[src/rtl/shift_pipe.sv]
// Pipelined log barrel shifter (SLL/SRL/SRA, optional ROL under SHIFT_ROTATE_EN); latency PIPE_STAGES cycles.
// valid/ready on both sides with a combinational ready chain; a stalled output holds its result stable.
module shift_pipe #(
  parameter int WIDTH       = 32,
  parameter int PIPE_STAGES = 2,
  parameter int TAG_W       = 4,
  localparam int SHAMT_W    = $clog2(WIDTH)
) (
  input  logic               clk,
  input  logic               rst_n,
  input  logic               in_valid,
  output logic               in_ready,
  input  logic [WIDTH-1:0]   in_data,
  input  logic [SHAMT_W-1:0] in_shamt,
  input  logic [1:0]         in_op,
  input  logic [TAG_W-1:0]   in_tag,
  output logic               out_valid,
  input  logic               out_ready,
  output logic [WIDTH-1:0]   out_data,
  output logic [TAG_W-1:0]   out_tag,
  output logic               out_zero,
  output logic               out_err
);

  localparam int P = PIPE_STAGES;

  typedef enum logic [1:0] {
    OP_SLL = 2'd0,
    OP_SRL = 2'd1,
    OP_SRA = 2'd2,
    OP_ROL = 2'd3
  } op_e;

  logic [P-1:0]       st_vld;
  logic [WIDTH-1:0]   st_data  [P];
  logic [SHAMT_W-1:0] st_shamt [P];
  logic [1:0]         st_op    [P];
  logic [TAG_W-1:0]   st_tag   [P];
  logic               st_err   [P];
  logic               zero_q;

  logic [P-1:0]       up_vld;
  logic [WIDTH-1:0]   up_data  [P];
  logic [SHAMT_W-1:0] up_shamt [P];
  logic [1:0]         up_op    [P];
  logic [TAG_W-1:0]   up_tag   [P];
  logic               up_err   [P];
  logic [WIDTH-1:0]   nx_data  [P];
  logic [P-1:0]       ld;
  logic [P-1:0]       adv;
  logic [1:0]         op0;
  logic               err0;

  function automatic logic [WIDTH-1:0] bitrev(input logic [WIDTH-1:0] d);
    logic [WIDTH-1:0] r;
    for (int i = 0; i < WIDTH; i++) r[i] = d[WIDTH-1-i];
    return r;
  endfunction

  function automatic logic is_right(input logic [1:0] op);
    return (op == OP_SRL) || (op == OP_SRA);
  endfunction

  // Right shifts run in the bit-reversed domain, where bit 0 always holds the
  // original sign bit (it is either untouched or refilled with it), so SRA
  // needs no extra sideband to find its fill value.
  function automatic logic [WIDTH-1:0] apply_levels(input logic [WIDTH-1:0] d,
                                                    input logic [SHAMT_W-1:0] sh,
                                                    input logic [1:0] op,
                                                    input int stage);
    logic [WIDTH-1:0] r;
    logic [WIDTH-1:0] shifted;
    int amt;
    r = d;
    for (int k = 0; k < SHAMT_W; k++) begin
      if (((k * P) / SHAMT_W) == stage && sh[k]) begin
        amt     = 1 << k;
        shifted = r << amt;
`ifdef SHIFT_ROTATE_EN
        if (op == OP_ROL) shifted = shifted | (r >> (WIDTH - amt));
`endif
        if ((op == OP_SRA) && r[0]) shifted = shifted | ~({WIDTH{1'b1}} << amt);
        r = shifted;
      end
    end
    return r;
  endfunction

  always_comb begin
`ifdef SHIFT_ROTATE_EN
    op0  = in_op;
    err0 = 1'b0;
`else
    op0  = (in_op == OP_ROL) ? OP_SLL : in_op;
    err0 = (in_op == OP_ROL);
`endif
    up_vld[0]   = in_valid;
    up_data[0]  = is_right(op0) ? bitrev(in_data) : in_data;
    up_shamt[0] = in_shamt;
    up_op[0]    = op0;
    up_tag[0]   = in_tag;
    up_err[0]   = err0;
    for (int s = 1; s < P; s++) begin
      up_vld[s]   = st_vld[s-1];
      up_data[s]  = st_data[s-1];
      up_shamt[s] = st_shamt[s-1];
      up_op[s]    = st_op[s-1];
      up_tag[s]   = st_tag[s-1];
      up_err[s]   = st_err[s-1];
    end
    for (int s = 0; s < P; s++) begin
      nx_data[s] = apply_levels(up_data[s], up_shamt[s], up_op[s], s);
      if (s == P - 1 && is_right(up_op[s])) nx_data[s] = bitrev(nx_data[s]);
    end
    // Ready ripples back from the consumer so a full pipe still streams.
    adv      = '0;
    ld       = '0;
    adv[P-1] = st_vld[P-1] & out_ready;
    for (int s = P - 1; s >= 0; s--) begin
      ld[s] = ~st_vld[s] | adv[s];
      if (s > 0) adv[s-1] = ld[s];
    end
  end

  always_ff @(posedge clk or negedge rst_n) begin
    if (!rst_n) begin
      st_vld <= '0;
      zero_q <= 1'b0;
      for (int s = 0; s < P; s++) begin
        st_data[s]  <= '0;
        st_shamt[s] <= '0;
        st_op[s]    <= '0;
        st_tag[s]   <= '0;
        st_err[s]   <= 1'b0;
      end
    end else begin
      for (int s = 0; s < P; s++) begin
        if (ld[s]) begin
          st_vld[s] <= up_vld[s];
          if (up_vld[s]) begin
            st_data[s]  <= nx_data[s];
            st_shamt[s] <= up_shamt[s];
            st_op[s]    <= up_op[s];
            st_tag[s]   <= up_tag[s];
            st_err[s]   <= up_err[s];
          end
        end
      end
      if (ld[P-1] && up_vld[P-1]) zero_q <= (nx_data[P-1] == '0);
    end
  end

  assign in_ready  = ld[0];
  assign out_valid = st_vld[P-1];
  assign out_data  = st_data[P-1];
  assign out_tag   = st_tag[P-1];
  assign out_zero  = zero_q;
  assign out_err   = st_err[P-1];

endmodule

[config.mk]
export PLATFORM = sky130hd
export DESIGN_NAME = shift_pipe
export DESIGN_NICKNAME = d
export VERILOG_FILES = /design/src/rtl/shift_pipe.sv
export SDC_FILE = /design/constraint.sdc
export NUM_CORES = 1
export LEC_CHECK = 0
export ABC_AREA = 1
export CORE_MARGIN = 3
export CORE_UTILIZATION = 45
export CTS_CLUSTER_SIZE = 10
export DETAILED_ROUTE_END_ITERATION = 10
export PLACE_DENSITY = 0.79
export SETUP_SLACK_MARGIN = 0.15
export SYNTH_ARGS = -nofsm -noshare
export SYNTH_HDL_FRONTEND = slang
export SYNTH_SLANG_ARGS = --single-unit
[constraint.sdc]
create_clock -name clk -period 4.9 [get_ports clk]
set_input_delay 1.225 -clock clk [delete_from_list [all_inputs] [get_ports clk]]
set_output_delay 1.225 -clock clk [all_outputs]
set_load 0.005 [all_outputs]
# After elaboration in Yosys (flattened, before gate mapping)
# Cells that the tools add are included.
op_classes:
  eq_ne: 5
  muxes: 13
  bitwise: 5
  n_reduce_logical: 11
ops:
  columns: ["operator", "n"]
  rows:
  - ["two-way mux 32 bit", 7]
  - ["zero test 32 bit", 1]
  - ["two-way mux 16 bit", 1]
  - ["two-way mux 8 bit", 1]
  - ["== test 2 bit (second input constant)", 3]
  - ["logical AND 1 bit", 6]
  - ["== test 2 x 1 -> 1 bit (second input constant)", 2]
  - ["two-way mux 2 bit", 2]
  - ["two-way mux 4 bit", 1]
  - ["AND reduction 2 bit", 2]
  - ["logical OR 1 bit", 2]
  - ["inverter 1 bit", 2]
  - ["bitwise OR 1 bit", 2]
  - ["AND 1 bit", 1]
  - ["two-way mux 1 bit", 1]
word_totals:
  register_bits: 84
  in_bits: 47
  output_inout_bits: 40
  wordCells: 45

# Longest topological paths before layout
depth:
  ltp_word: 14
  ltp_mapped: 14
  depth_no_buf: 13

# Worst setup path after synthesis
# OpenSTA, ideal clock, no wires.
synth_path:
  kind: "input to register"
  from: "input in_op[0]"
  to: "register st_data[49] (netlist bit)"
  setup_time_ns: 0.126
  t_arrival_ns: 2.516
  required_ns: 4.774
  slack_ns: 2.258
  stages: 10
  path_buffers: 1
  cell_sequence: "inv_1 > ha_1 > buf_4 > or2_2 > o21ai_0 > nand2_1 > o21ai_0 > o21ai_0 > o21ai_0 > o21ai_0"
synth_between:
  elab_chain_cells: 8
  elab_cells_between_ends: 9
  classes_between: "3 x eq/ne; 5 x mux; 1 x reduce/logical"
synth_rtl:
  columns: ["item", "line", "source"]
  rows:
  - ["start: declaration", "15", "input logic [1:0] in_op,"]
  - ["== test 2 bit", "94", "op0 = (in_op == OP_ROL) ? OP_SLL : in_op;"]
  - ["two-way mux 2 bit *", "94", null]
  - ["== test 2 x 1 -> 1 bit / == test 2 bit (equally long branches)", null, null]
  - ["logical OR 1 bit *", null, null]
  - ["two-way mux 32 bit *", "98", "up_data[0] = is_right(op0) ? bitrev(in_data) : in_data;"]
  - ["two-way mux 32 bit * (3 in a row)", "76", "if (((k * P) / SHAMT_W) == stage && sh[k]) begin"]
  - ["end signal: indexed assignment", "141", "st_data[s] <= nx_data[s];"]
  - ["end: declaration", "35", "logic [WIDTH-1:0] st_data [P];"]
# Every way passes the cells marked *; elsewhere a longest branch is shown, timed or not.
# A chain may end at the register's enable or synchronous reset.

# Worst setup path after layout
layout_path:
  from: "input out_ready"
  to: "output in_ready"
layout_between:
  elab_chain_cells: 3
layout_rtl:
  columns: ["item", "line", "source"]
  rows:
  - ["start: declaration", "18", "input logic out_ready,"]
  - ["AND 1 bit", "118", "adv[P-1] = st_vld[P-1] & out_ready;"]
  - ["bitwise OR 1 bit (2 in a row)", "120", "ld[s] = ~st_vld[s] | adv[s];"]
  - ["end: declaration", "12", "output logic in_ready,"]
# No other way between the ends.

==> results.md <==
- Max VDD drop: 0.0001543 V
- Clock network power share: 0.269
- Worst slew margin: 0.3533
- Req. time, crit path: around 3700 ps
- Share of cells above drive strength 1: 0.04484
- Total gr overflow: 0
- P_sw: ~0.00097 W
- Multi-input logic area: 3010 um^2
- Power density cells: between 400 and 500 nW/um^2
- TritonRoute pass-1 iters: 5
- Period utilization: 0.7289
- Status: finished, final reports clean
- Final design utilization: 0.5430
- Hpwl dp: slightly above 10 mm
- Max incr delay on CP: approximately 500 ps
- Fin crit period: between 3000 and 4000 ps
- Mapped cell area: ~5700 um^2
- Maximum clock rate: approximately 280 MHz
- Sequential fraction of design power: 0.349
- Buf+Inv Stages, Crit Path: 3
- Inst Count DP: about 1000
- Worst Skew: roughly 9.1 ps
- Net Sw Frac: 0.3408
- Postcts setup bufs: 0
- Leakage: approximately 3.2 nW
- Die area: ~14000 um^2
- ANT cells: 0
- Worst min path class: flip-flop to flip-flop
- Power consumption: ~0.0028 W
- TritonCTS clock tree: built
- Setup TNS: 0 ps
- Vias in the first global route: 4980
- Worst path top cell family by delay: buffers and inverters
- Clk root buf: clkbuf_16
- Top cell type's share of synthesized area: 0.3529
- First-pass GRT wire length: about 24 mm
- Seq/Total Area, Yosys: 0.3529
- Post-Synthesis Cells: 876
- Hold_buf cts: 0
- Clk sinks: 81
- Slew Viols, Final: 0
- Routed via count: ~5600
- Register bit total from synthesis: just over 80
- Ports: between 80 and 90
- CP cell instances: clkdlybuf4s50_1, inv_1, nand3_1, clkdlybuf4s50_1
- Area Overhead vs Synth: 15.93%
- Syn_area_per_cell: around 6.6 um^2
- Post-Synthesis Net Count: between 900 and 1000
- Startpoint types: input pin
- Dominant synthesized flop cell: dfrtp_1
- Internal Power: between 0.0015 and 0.002 W
- Max cap viols: 0
- Synth area leader: dfrtp_1
- Die W: 119.0 um
- Critical Path AT: about 2400 ps
- Largest net degree at the start of global routing: between 80 and 90
- Worst slew pin tran: ~970 ps
- Routed wire length: 14.22 mm
- Row cnt: 40
- DRC: 0
- Htree depth: 3
- Slowest-stage cell, CP: clkdlybuf4s50_1
- Unrepaired setup endpoints after global routing: false
- # fillers: approximately 1200
- Max FO, Critical Path: 3
- Min Hold Slack: about 480 ps
- Register clock-pin slew on the reported worst setup and hold paths: approximately 60 ps
- Wire per inst: 13.41 um
- PostCTS Resize Cnt: 0
- Starting Density: 0.4684
- FF/Latch Area: between 2000 and 2500 um^2
- PortBufs: 86
- Clock Tree Buf Depth: 2
- Vias/cell: between 5 and 6
- Initial antenna violation count: 0
- Layout Cells excl Fill: 1060
- Gate power share: 0.382
- Critical Path End Type: output pin
- Commonest non-fill, non-tap cell in the layout: nand2_1
- Post-route ant nets: 0
- Yosys warns: 0
- Setup CP Type: input pin to output pin
- GRT Overall Usage: 0.2055
- Initial drt markers: ~560
- Die height: around 120 um
- Post-synthesis async set-or-reset flop share: 1.000
- Synth unique cells: 30
- Most frequent cells in the layout: 311 x nand2_1, 108 x nand3_1, 107 x o21ai_0
- Core area: around 12000 um^2
- CP most frequent cell: clkdlybuf4s50_1
- Hold Fails Final Rpt: 0
- CTS Buf Count: 9
- EDFF count, synth: 0
- GPL Wtd Cong: 0.9024
- Area contributors post-synth: dfrtp_1 35%, nand2_1 20%, nand3_1 9.4%, o21ai_0 9.3%, buf_4 5.2%
- Final nets: between 900 and 1000
- R2r setup slk: approximately 2200 ps
- Final setup fails: 0
- Clock Latency Late Sink: about 340 ps
-- kinds of logic after synthesis --
group	after synthesis	share of synthesized area
flip-flops	81	0.3529
buffers and inverters	133	0.1233
adder cells (fa/ha/maj)	5	0.01089
AO/OA/AOI/OAI	172	0.1619
AND/OR/NAND/NOR	480	0.3423
multiplexers	5	0.008715
-- power groups by stage --
stage | Sequential [W] | Combinational [W] | Clock (W)
after CTS | 0.000991 | 0.00109 | 0.000779
after global routing | 0.00102 | 0.00123 | 0.000807
after detailed placement | 0.00100 | 0.00108 | 0
after global placement | 0.000997 | 0.00106 | 0
final | 0.000991 | 0.00109 | 0.000763
after floorplan | 0.000951 | 0.000832 | 0
-- metrics by stage --
stage	instance area, um^2	setup WS [ps]
global route	6658	1196
detailed placement	6312	1135
CTS	6658	1318
global placement	6312	1155
floorplan	5743	2258
finish	6658	1328
-- layer usage --
layer  up-vias  share of wire  track usage
met5         -              0            0
met4         0          0.029      0.08979
met1      2525           0.47       0.3010
met3        26          0.064      0.02612
li1       2860              -            -
met2       226           0.44       0.3044
-- layout make-up --
cell class,count,share of cell area
well taps,168,0.03157
repair buffers,94,0.1379
multi-input cells,662,0.4522
clock inverters,5,0.01541
clock buffers,11,0.03646
inverters,39,0.02199
flip-flops and latches,81,0.3045
-- worst reg2reg max path, cell delays in order (launching register included) --
cell and delay [ps]:
dfrtp_1 980, inv_2 420, nand2_1 170, nand2_1 100, a21oi_1 190, nand2_1 70
nand2_1 140, nand2_1 60, nor2_1 110, nand2_1 100, nor2_1 130, nand2_1 80
nand2_1 60
-- cell usage after synthesis, types with 5 or more instances --
cell type	number
nand2_1	312
o21ai_0	107
o21ai_1	11
dfrtp_1	81
o22ai_1	8
nor2_1	50
inv_1	34
o211ai_1	7
buf_4	40
buf_2	17
clkbuf_1	30
buf_6	5
nand3_1	108
ha_1	5
a21oi_1	26
mux2i_1	5
-- state kept, by name (all words and copies together) (netlist names) --
name / flops
st_tag: 4
st_vld: 2
st_shamt: 2
st_data: 32
out_err: 1
st_op: 2
out_tag: 4
st_err: 1
out_data: 32
out_zero: 1
-- final timing paths --
| path | end | start | depth (start not counted) |
|---|---|---|---|
| max | in_ready | out_ready | 4 |
| min | out_data[14]$_DFFE_PN0P_ | out_data[14]$_DFFE_PN0P_ | 2 |
| max reg2reg | out_zero$_DFFE_PN0P_ | st_shamt[8]$_DFFE_PN0P_ | 12 |
| min reg2reg | out_data[14]$_DFFE_PN0P_ | out_data[14]$_DFFE_PN0P_ | 2 |
| max in group asynchronous | st_data[49]$_DFFE_PN0P_ | rst_n | 1 |
| min in group asynchronous | out_tag[0]$_DFFE_PN0P_ | rst_n | 1 |
Note: power is estimated with default switching activity, not from simulation.
